$ cat src/rtl/instr_sequencer_pkg.sv
// Shared types and constants for the instruction sequencer.
// Instruction format: 22-bit word, opcode in the low nibble.
package instr_sequencer_pkg;

    localparam int IW     = 22;
    localparam int OP_LSB = 0;
    localparam int OP_W   = 4;

    localparam logic [OP_W-1:0] OP_END  = 4'b0000;
    localparam logic [OP_W-1:0] OP_LOAD = 4'b0010;
    localparam logic [OP_W-1:0] OP_SUM  = 4'b0011;
    localparam logic [OP_W-1:0] OP_SUB  = 4'b0100;

    typedef enum logic [2:0] {
        S_IDLE  = 3'd0,
        S_FETCH = 3'd1,
        S_ISSUE = 3'd2,
        S_WAIT  = 3'd3,
        S_PAUSE = 3'd4,
        S_DONE  = 3'd5,
        S_ERROR = 3'd6
    } state_t;

    function automatic logic [OP_W-1:0] opcode(input logic [IW-1:0] w);
        return w[OP_LSB +: OP_W];
    endfunction

endpackage

$ cat src/rtl/instr_sequencer_if.sv
// Valid/ready link between the sequencer and its coprocessor,
// plus the coprocessor's completion pulse.
interface instr_sequencer_if;
    import instr_sequencer_pkg::*;

    logic [IW-1:0] instr;
    logic          instr_valid;
    logic          cop_ready;
    logic          cop_done;

    modport master (
        output instr,
        output instr_valid,
        input  cop_ready,
        input  cop_done
    );

    modport slave (
        input  instr,
        input  instr_valid,
        output cop_ready,
        output cop_done
    );

endinterface

$ cat src/rtl/instr_sequencer_prog_mem.sv
// Program memory: synchronous write, synchronous registered read.
// Only the read register is reset; stored contents survive reset.
module seq_prog_mem
    import instr_sequencer_pkg::*;
#(
    parameter int DEPTH = 16,
    parameter int AW    = 4
) (
    input  logic          clk,
    input  logic          rst,
    input  logic          we,
    input  logic [AW-1:0] waddr,
    input  logic [IW-1:0] wdata,
    input  logic          re,
    input  logic [AW-1:0] raddr,
    output logic [IW-1:0] rdata
);

    logic [IW-1:0] mem [DEPTH];

    always_ff @(posedge clk) begin
        if (we) begin
            mem[waddr] <= wdata;
        end
    end

    always_ff @(posedge clk) begin
        if (rst) begin
            rdata <= '0;
        end else if (re) begin
            rdata <= mem[raddr];
        end
    end

endmodule

$ cat src/rtl/instr_sequencer.sv
// Instruction sequencer: runs a stored program, handing each word to a
// coprocessor and waiting for its completion pulse before moving on.
module instr_sequencer
    import instr_sequencer_pkg::*;
#(
    parameter int DEPTH   = 16,
    parameter int AW      = 4,
    parameter int TIMEOUT = 255
) (
    input  logic              clk,
    input  logic              rst,
    input  logic              prog_we,
    input  logic [AW-1:0]     prog_addr,
    input  logic [IW-1:0]     prog_data,
    input  logic              start,
    input  logic              step_mode,
    input  logic              step,
    input  logic              abort,
    instr_sequencer_if.master cop,
    output logic [AW-1:0]     pc,
    output logic              busy,
    output logic              finished,
    output logic              error
);

    localparam int CW = $clog2(TIMEOUT + 1);

    state_t        state;
    state_t        state_nx;
    logic [AW-1:0] pc_nx;
    logic [CW-1:0] cnt;
    logic [CW-1:0] cnt_nx;
    logic          err_nx;
    logic          fetch;
    logic          valid;
    logic          fin;
    logic          mem_we;
    logic          op_end;
    logic          last;
    logic [IW-1:0] word;

    assign mem_we = prog_we && (state == S_IDLE);

    seq_prog_mem #(
        .DEPTH (DEPTH),
        .AW    (AW)
    ) u_mem (
        .clk   (clk),
        .rst   (rst),
        .we    (mem_we),
        .waddr (prog_addr),
        .wdata (prog_data),
        .re    (fetch),
        .raddr (pc),
        .rdata (word)
    );

    assign op_end = (opcode(word) == OP_END);
    assign last   = (pc == AW'(DEPTH - 1));

    always_ff @(posedge clk) begin
        if (rst) begin
            state <= S_IDLE;
            pc    <= '0;
            cnt   <= '0;
            error <= 1'b0;
        end else begin
            state <= state_nx;
            pc    <= pc_nx;
            cnt   <= cnt_nx;
            error <= err_nx;
        end
    end

    always_comb begin
        state_nx = state;
        pc_nx    = pc;
        cnt_nx   = cnt;
        err_nx   = error;
        fetch    = 1'b0;
        valid    = 1'b0;
        fin      = 1'b0;
        // abort outranks every same-cycle handshake or step event
        if (abort && (state != S_IDLE)) begin
            state_nx = S_IDLE;
        end else begin
            unique case (state)
                S_IDLE: begin
                    if (start) begin
                        state_nx = S_FETCH;
                        pc_nx    = '0;
                        err_nx   = 1'b0;
                    end
                end
                S_FETCH: begin
                    fetch    = 1'b1;
                    state_nx = S_ISSUE;
                end
                S_ISSUE: begin
                    if (op_end) begin
                        state_nx = S_DONE;
                    end else begin
                        valid = 1'b1;
                        if (cop.cop_ready) begin
                            state_nx = S_WAIT;
                            cnt_nx   = '0;
                        end
                    end
                end
                S_WAIT: begin
                    if (cop.cop_done) begin
                        cnt_nx = '0;
                        if (last) begin
                            state_nx = S_DONE;
                        end else begin
                            pc_nx    = pc + AW'(1);
                            state_nx = step_mode ? S_PAUSE : S_FETCH;
                        end
                    end else if (cnt == CW'(TIMEOUT - 1)) begin
                        state_nx = S_ERROR;
                        err_nx   = 1'b1;
                    end else begin
                        cnt_nx = cnt + CW'(1);
                    end
                end
                S_PAUSE: begin
                    if (step) begin
                        state_nx = S_FETCH;
                    end
                end
                S_DONE: begin
                    fin      = 1'b1;
                    state_nx = S_IDLE;
                end
                S_ERROR: begin
                    state_nx = S_IDLE;
                end
                default: begin
                    state_nx = S_IDLE;
                end
            endcase
        end
    end

    assign cop.instr       = word;
    assign cop.instr_valid = valid;
    assign finished        = fin;
    assign busy            = (state != S_IDLE);

endmodule
$ cat src/flat_wrapper.sv
// flat-port wrapper written by rule: the top's interface ports become plain ports
module instr_sequencer_flat import instr_sequencer_pkg::*;
#(
    parameter int DEPTH   = 16,
    parameter int AW      = 4,
    parameter int TIMEOUT = 255
)
  (clk, rst, prog_we, prog_addr, prog_data, start, step_mode, step, abort, pc, busy, finished, error, cop_instr, cop_instr_valid, cop_cop_ready, cop_cop_done);
  instr_sequencer_if cop_i ();
  input  logic clk;
  input  logic rst;
  input  logic prog_we;
  input  logic [AW-1:0] prog_addr;
  input  logic [IW-1:0] prog_data;
  input  logic start;
  input  logic step_mode;
  input  logic step;
  input  logic abort;
  output logic [AW-1:0] pc;
  output logic busy;
  output logic finished;
  output logic error;
  output wire logic [$bits(cop_i.instr)-1:0] cop_instr;
  output wire logic [$bits(cop_i.instr_valid)-1:0] cop_instr_valid;
  input wire logic [$bits(cop_i.cop_ready)-1:0] cop_cop_ready;
  input wire logic [$bits(cop_i.cop_done)-1:0] cop_cop_done;
  assign cop_instr = cop_i.instr;
  assign cop_instr_valid = cop_i.instr_valid;
  assign cop_i.cop_ready = cop_cop_ready;
  assign cop_i.cop_done = cop_cop_done;
  instr_sequencer #(.DEPTH(DEPTH), .AW(AW), .TIMEOUT(TIMEOUT)) u_core (.clk(clk), .rst(rst), .prog_we(prog_we), .prog_addr(prog_addr), .prog_data(prog_data), .start(start), .step_mode(step_mode), .step(step), .abort(abort), .cop(cop_i), .pc(pc), .busy(busy), .finished(finished), .error(error));
endmodule
$ cat config.mk
export PLATFORM = sky130hd
export DESIGN_NAME = instr_sequencer_flat
export DESIGN_NICKNAME = d
export VERILOG_FILES = /design/src/rtl/instr_sequencer_pkg.sv /design/src/rtl/instr_sequencer_if.sv /design/src/rtl/instr_sequencer_prog_mem.sv /design/src/rtl/instr_sequencer.sv /design/src/flat_wrapper.sv
export SDC_FILE = /design/constraint.sdc
export NUM_CORES = 1
export LEC_CHECK = 0
export CAP_MARGIN = 20
export CORE_UTILIZATION = 50
export CTS_CLUSTER_SIZE = 28
export DETAILED_ROUTE_END_ITERATION = 7
export PLACE_DENSITY = 0.75
export RECOVER_POWER = 100
export SLEW_MARGIN = 10
export SYNTH_ARGS = -nofsm -noshare
export SYNTH_HDL_FRONTEND = slang
export SYNTH_HIERARCHICAL = 1
export SYNTH_SLANG_ARGS = --single-unit
$ cat constraint.sdc
create_clock -name clk -period 10.08 [get_ports clk]
set_input_delay 2.52 -clock clk [delete_from_list [all_inputs] [get_ports clk]]
set_output_delay 2.52 -clock clk [all_outputs]
set_load 0.03 [all_outputs]
Yosys cells after proc, flatten, opt, wreduce, memory -nomap -nowiden
Memory sizes are Yosys's and may differ from the RTL's. A register that Yosys moved wholly into a read port is not among the register bits.
Index checks and enable logic that the tools add are counted.
{"block": "word_totals", "ff_bits": 16, "ramBits": 352, "input_bits": 35, "out_inout_bits": 30, "elab_cells": 69, "memories": 1}
{"block": "classes", "add_sub_neg": 2, "eq_ne": 18, "muxes": 31, "n_bitwise": 1, "reduce_logical": 12}
{"memory": "u_core.u_mem.mem", "words": 16, "word_bits": 22, "read_ports": 1, "rd_clocked_by_memory_dff": 1, "wr": 1, "line_no": "instr_sequencer_prog_mem.sv:19", "text": "logic [IW-1:0] mem [DEPTH];"}
{"cell": "$mux 8", "count": 4}
{"cell": "$mux 3", "count": 8}
{"cell": "$pmux 8 s2", "count": 1}
{"cell": "$pmux 3 s5", "count": 1}
{"cell": "$reduce_and 5->1", "count": 3}
{"cell": "$ne 2x2->1 const B", "count": 7}
{"cell": "$mux 1", "count": 12}
{"cell": "$mux 4", "count": 3}
{"cell": "$add 8x1->8 const B", "count": 1}
{"cell": "$eq 8x8->1 const B", "count": 1}
{"cell": "$pmux 4 s2", "count": 1}
{"cell": "$eq 3x2->1 const B", "count": 2}
{"cell": "$eq 3x3->1 const B", "count": 2}
{"cell": "$ne 3x2->1 const B", "count": 2}
{"cell": "$add 4x1->4 const B", "count": 1}
{"cell": "$eq 4x4->1 const B", "count": 1}
{"cell": "$logic_not 4->1", "count": 1}
{"cell": "$reduce_and 4->1", "count": 1}
{"cell": "$reduce_bool 2->1", "count": 2}
{"cell": "$eq 3x1->1 const B", "count": 1}
{"cell": "$logic_not 3->1", "count": 1}
{"cell": "$ne 3x3->1 const B", "count": 1}
{"cell": "$reduce_bool 3->1", "count": 1}
{"cell": "$logic_and 1x1->1", "count": 2}
{"cell": "other kinds (4)", "count": 4}

Logic depth before layout (Yosys ltp)
{"block": "depth", "depth_word": 4, "depth_mapped": 8, "ltp_nobuf": 6}

Hierarchy
The synthesis kept the hierarchy.
{"mod": "seq_prog_mem", "n_inst": 1, "cells_each": 823, "area_each_um2": 14366.3, "seq_area_each_um2": 11010.6}
{"mod": "instr_sequencer", "n_inst": 1, "cells_each": 132, "area_each_um2": 1052.3, "seq_area_each_um2": 320.3}

Least setup slack after synthesis
OpenSTA, ideal clock, no wires.
{"block": "synth_timing", "path_type": "input port to output port", "startpoint": "in abort", "endpoint": "out cop_instr_valid", "arrival_ns": 3.218, "required_time_ns": 7.560, "slack_ns": 4.342, "path_stages": 2, "path_buffers": 0, "path_cell_list": "nor3b_1 > and2_1"}
{"block": "synth_via", "elab_chain_len": 2}
{"element": "start: declaration", "line_no": "flat_wrapper.sv:18", "text": "input logic abort;"}
{"element": "$logic_and 1x1->1", "line_no": "instr_sequencer.sv:84", "text": "if (abort && (state != S_IDLE)) begin"}
{"element": "$mux 1", "line_no": "instr_sequencer.sv:84"}
{"element": "end: declaration", "line_no": "flat_wrapper.sv:24", "text": "output wire logic [$bits(cop_i.instr_valid)-1:0] cop_instr_valid;"}
Every way passes these cells.

Worst setup path in the final report
Same ends and word-level chain as after synthesis.

==> summary.md <==
| Metric | Value |
|---|---|
| Final Hold Vio Count | 0 |
| Hold_sp | u_core/u_mem/rdata[19] |
| Core Footprint | 30000 um^2 |
| Routed via count | 8595 |
| Tot GR Track Use | 0.212 |
| Internal | 2.62 mW |
| CP Cell Sequence | dlygate4sd3_1 -> nor3b_1 -> and2_1 -> dlygate4sd3_1 |
| Post-synth top cells | 352 x edfxtp_1, 176 x mux2i_1, 75 x nand3_1 |
| Final setup violation count | 0 |
| Syn nets | 993 |
| Seq cells post-synth | 390 |
| FILL cells | 2277 |
| Pleak | 5.46 nW |
| R2R cell count | 5 |
| Crit path setup slack, layout | 3.06 ns |
| Largest cells by area after synthesis | edfxtp_1 69%, mux2i_1 11%, dfxtp_1 4.9% |
| DP Cell Count | 1381 |
| Layout cell share with drive strength beyond 1 | 0.0779 |
| Area growth from synthesis to layout | 14.1% |
| Crit path capture type | output port |
| CTS tree | done |
| Clock Sinks | 390 |
| Power Density | 186 nW/um^2 |
| Root Driver | clkbuf_16 |
| RSZ-0062 raised after global routing | no |
| Grt total ovfl | 0 |
| Final nets | 1072 |
| Reg-to-Reg Start | u_core/state[2] |
| Num rows | 63 |
| H-tree depth | 2 |
| Die Wd | 178 um |
| Critical Path AT | 4.50 ns |
| DRC Markers | 0 |
| Core Util, Final | 0.587 |
| Boundary pin count | 65 |
| DR vias/cell | 5.90 |
| Post-synthesis cell count | 955 |
| Crit path launch type | input pin |
| Slew HR | -0.716 |
| Worst VDD drop | 0.000137 V |
| DRT iter0 DRCs | 691 |
| Yosys top cell by area | edfxtp_1 |
| Hold WC Path Type | reg -> reg |
| Crit-path max cell delay | 0.74 ns |
| TritonCTS Buffers | 40 |
| Crit path max-delay family | buffers and inverters |
| Longest Clk Path Bufs | 3 |
| Kind of critical path | in -> out |
| Clock skew | 0.0154 ns |
| Worst slack, placed | 3.22 ns |
| Status | complete, but fails checks |
| Post-synthesis sequential area ratio | 0.735 |
| Die area | 31500 um^2 |
| Wire per inst | 22.4 um |
| Yosys top cell area share | 0.686 |
| Distinct cells, synth | 53 |
| Clock share of power | 0.425 |
| Final Non-Filler Cells | 1456 |
| Initial DRT Pass Iterations | 5 |
| Final WL | 32600 um |
| Initial antenna violation count | 1 |
| Total of max-cap violations | 16 |
| Switch Pwr | 0.651 mW |
| Count leader, synth | edfxtp_1 |
| Clock Pin Slew Worst Setup and Hold Paths | 0.06 ns |
| Worst-path fanout max | 7 |
| Avg Inst Size Synth | 16.1 um^2 |
| Die height | 178 um |
| Max-slew violations | 387 |
| Worst endpoint required time | 7.56 ns |
| Crit-path slowest cell | dlygate4sd3_1 |
| Mapped Area | 15400 um^2 |
| First-pass GRT wire length | 49400 um |
| Post-CTS setup buffer count | 0 |
| Top cell by count, worst path | dlygate4sd3_1 |
| Tcrit/Tclk final | 0.696 |
| Top FF cell, synth | edfxtp_1 |
| Critical Path Start | abort |
| Routability cong. | 0.830 |
| Design Area, Final | 17600 um^2 |
| Yosys warning count | 6 |
| Antenna viol nets, final | 0 |
| FF-to-FF End | u_core/u_mem/mem[4][21] |
| Crit path capture | cop_instr_valid |
| DP HPWL | 16400 um |
| Final min period | 7.02 ns |
| Logic pwr share | 0.027 |
| Post-place instance area | 16400 um^2 |
| Vias in the first global route | 8456 |
| Largest net degree at the start of global routing | 139 |
| Failing checks | capacitance limit, slew limit |
| TNS Setup | 0 ns |
| Overall power | 3.27 mW |
| Hold slack | 0.460 ns |
| Port Buffers | 64 |
| EDFF count, synth | 352 |
| Bufs and invs on worst path | 2 |
| Levels on crit path | 4 |
| Hold_buf cts | 0 |
| Initial Util | 0.515 |
| Resize count post-CTS | 0 |
| FF-to-FF setup slack | 6.11 ns |
| Async SR Flop Fraction | 0 |
| Fmax | 143 MHz |
| Net Sw Frac | 0.199 |
| Reg power frac | 0.548 |
| Worst-margin pin slew | 2.57 ns |
| Worst-Skew Late Latency | 0.53 ns |
[how the worst min path moves through the flow]
| stage | end | slack [ns] | cells past startpoint |
|---|---|---|---|
| 4_1_cts | u_core/u_mem/rdata[18] | 0.47 | 2 |
| 3_3_place_gp | u_core/u_mem/rdata[19] | 0.45 | 2 |
| 6_report | u_core/u_mem/rdata[19] | 0.46 | 2 |
| 5_1_grt | u_core/u_mem/rdata[19] | 0.49 | 2 |
| 2_1_floorplan | u_core/cnt[1] | 0.46 | 2 |
| 3_5_place_dp | u_core/u_mem/rdata[18] | 0.45 | 2 |
[cells in the final DEF (no fill, tap or decap), types with 9 or more instances in the layout]
master           Yosys  layout
edfxtp_1           352     352
mux2i_1            176     176
nand3_1             75      75
a22oi_1             67      67
dlygate4sd3_1        0      55
nand2_1             52      52
clkbuf_16            0      40
dfxtp_1             38      38
a21oi_1             34      34
clkbuf_1            15      29
nor2_2               1      12
o21ai_0             10      10
clkdlybuf4s50_1      0       9
[power by group through the flow]
| stage | registers [mW] | logic [mW] | clock network [mW] |
|---|---|---|---|
| floorplan | 1.83 | 0.0308 | 0 |
| global placement | 1.83 | 0.0916 | 0 |
| detailed placement | 1.83 | 0.0937 | 0 |
| CTS | 1.79 | 0.0942 | 1.41 |
| global route | 1.79 | 0.0962 | 1.47 |
| finish | 1.79 | 0.0888 | 1.39 |
[per-layer routing]
layer  track usage  share of wire  up-vias
li1              -              -     3904
met1         0.284           0.42     4346
met2         0.356           0.50      295
met3        0.0332          0.065       50
met4        0.0630          0.020        0
met5             0              0        -
[logic make-up after synthesis]
| group | Yosys count | share of synthesized area |
|---|---|---|
| compound gates | 130 | 0.0571 |
| fa+ha+maj | 3 | 0.00243 |
| buf+inv | 56 | 0.0253 |
| flops | 390 | 0.735 |
| mux | 176 | 0.114 |
| simple gates | 200 | 0.0660 |
[worst reg2reg max path: stages (launching register included)]
cell,delay [ns]
dfxtp_1,0.46
nor3_1,0.41
and2_0,0.44
nand3b_1,0.28
nor3_1,0.90
clkbuf_1,1.07
[layout make-up]
| cell class | count | area (um^2) | share of cell area |
|---|---|---|---|
| flip-flops and latches | 390 | 11300 | 0.644 |
| multi-input cells | 509 | 3740 | 0.212 |
| clock buffers | 54 | 1080 | 0.0616 |
| repair buffers | 89 | 773 | 0.0439 |
| well taps | 390 | 488 | 0.0277 |
| clock inverters | 19 | 164 | 0.00932 |
| inverters | 4 | 15.0 | 0.000853 |
| diodes | 1 | 2.50 | 0.000142 |
[flip-flops by register name, summed over array words and instances (netlist names)]
| register | flops |
|---|---|
| u_core/cnt | 8 |
| u_core/pc | 4 |
| u_core/u_mem/mem | 352 |
| u_core/u_mem/rdata | 22 |
| u_core/error | 1 |
| u_core/state | 3 |
(Power assumes the default switching activity.)
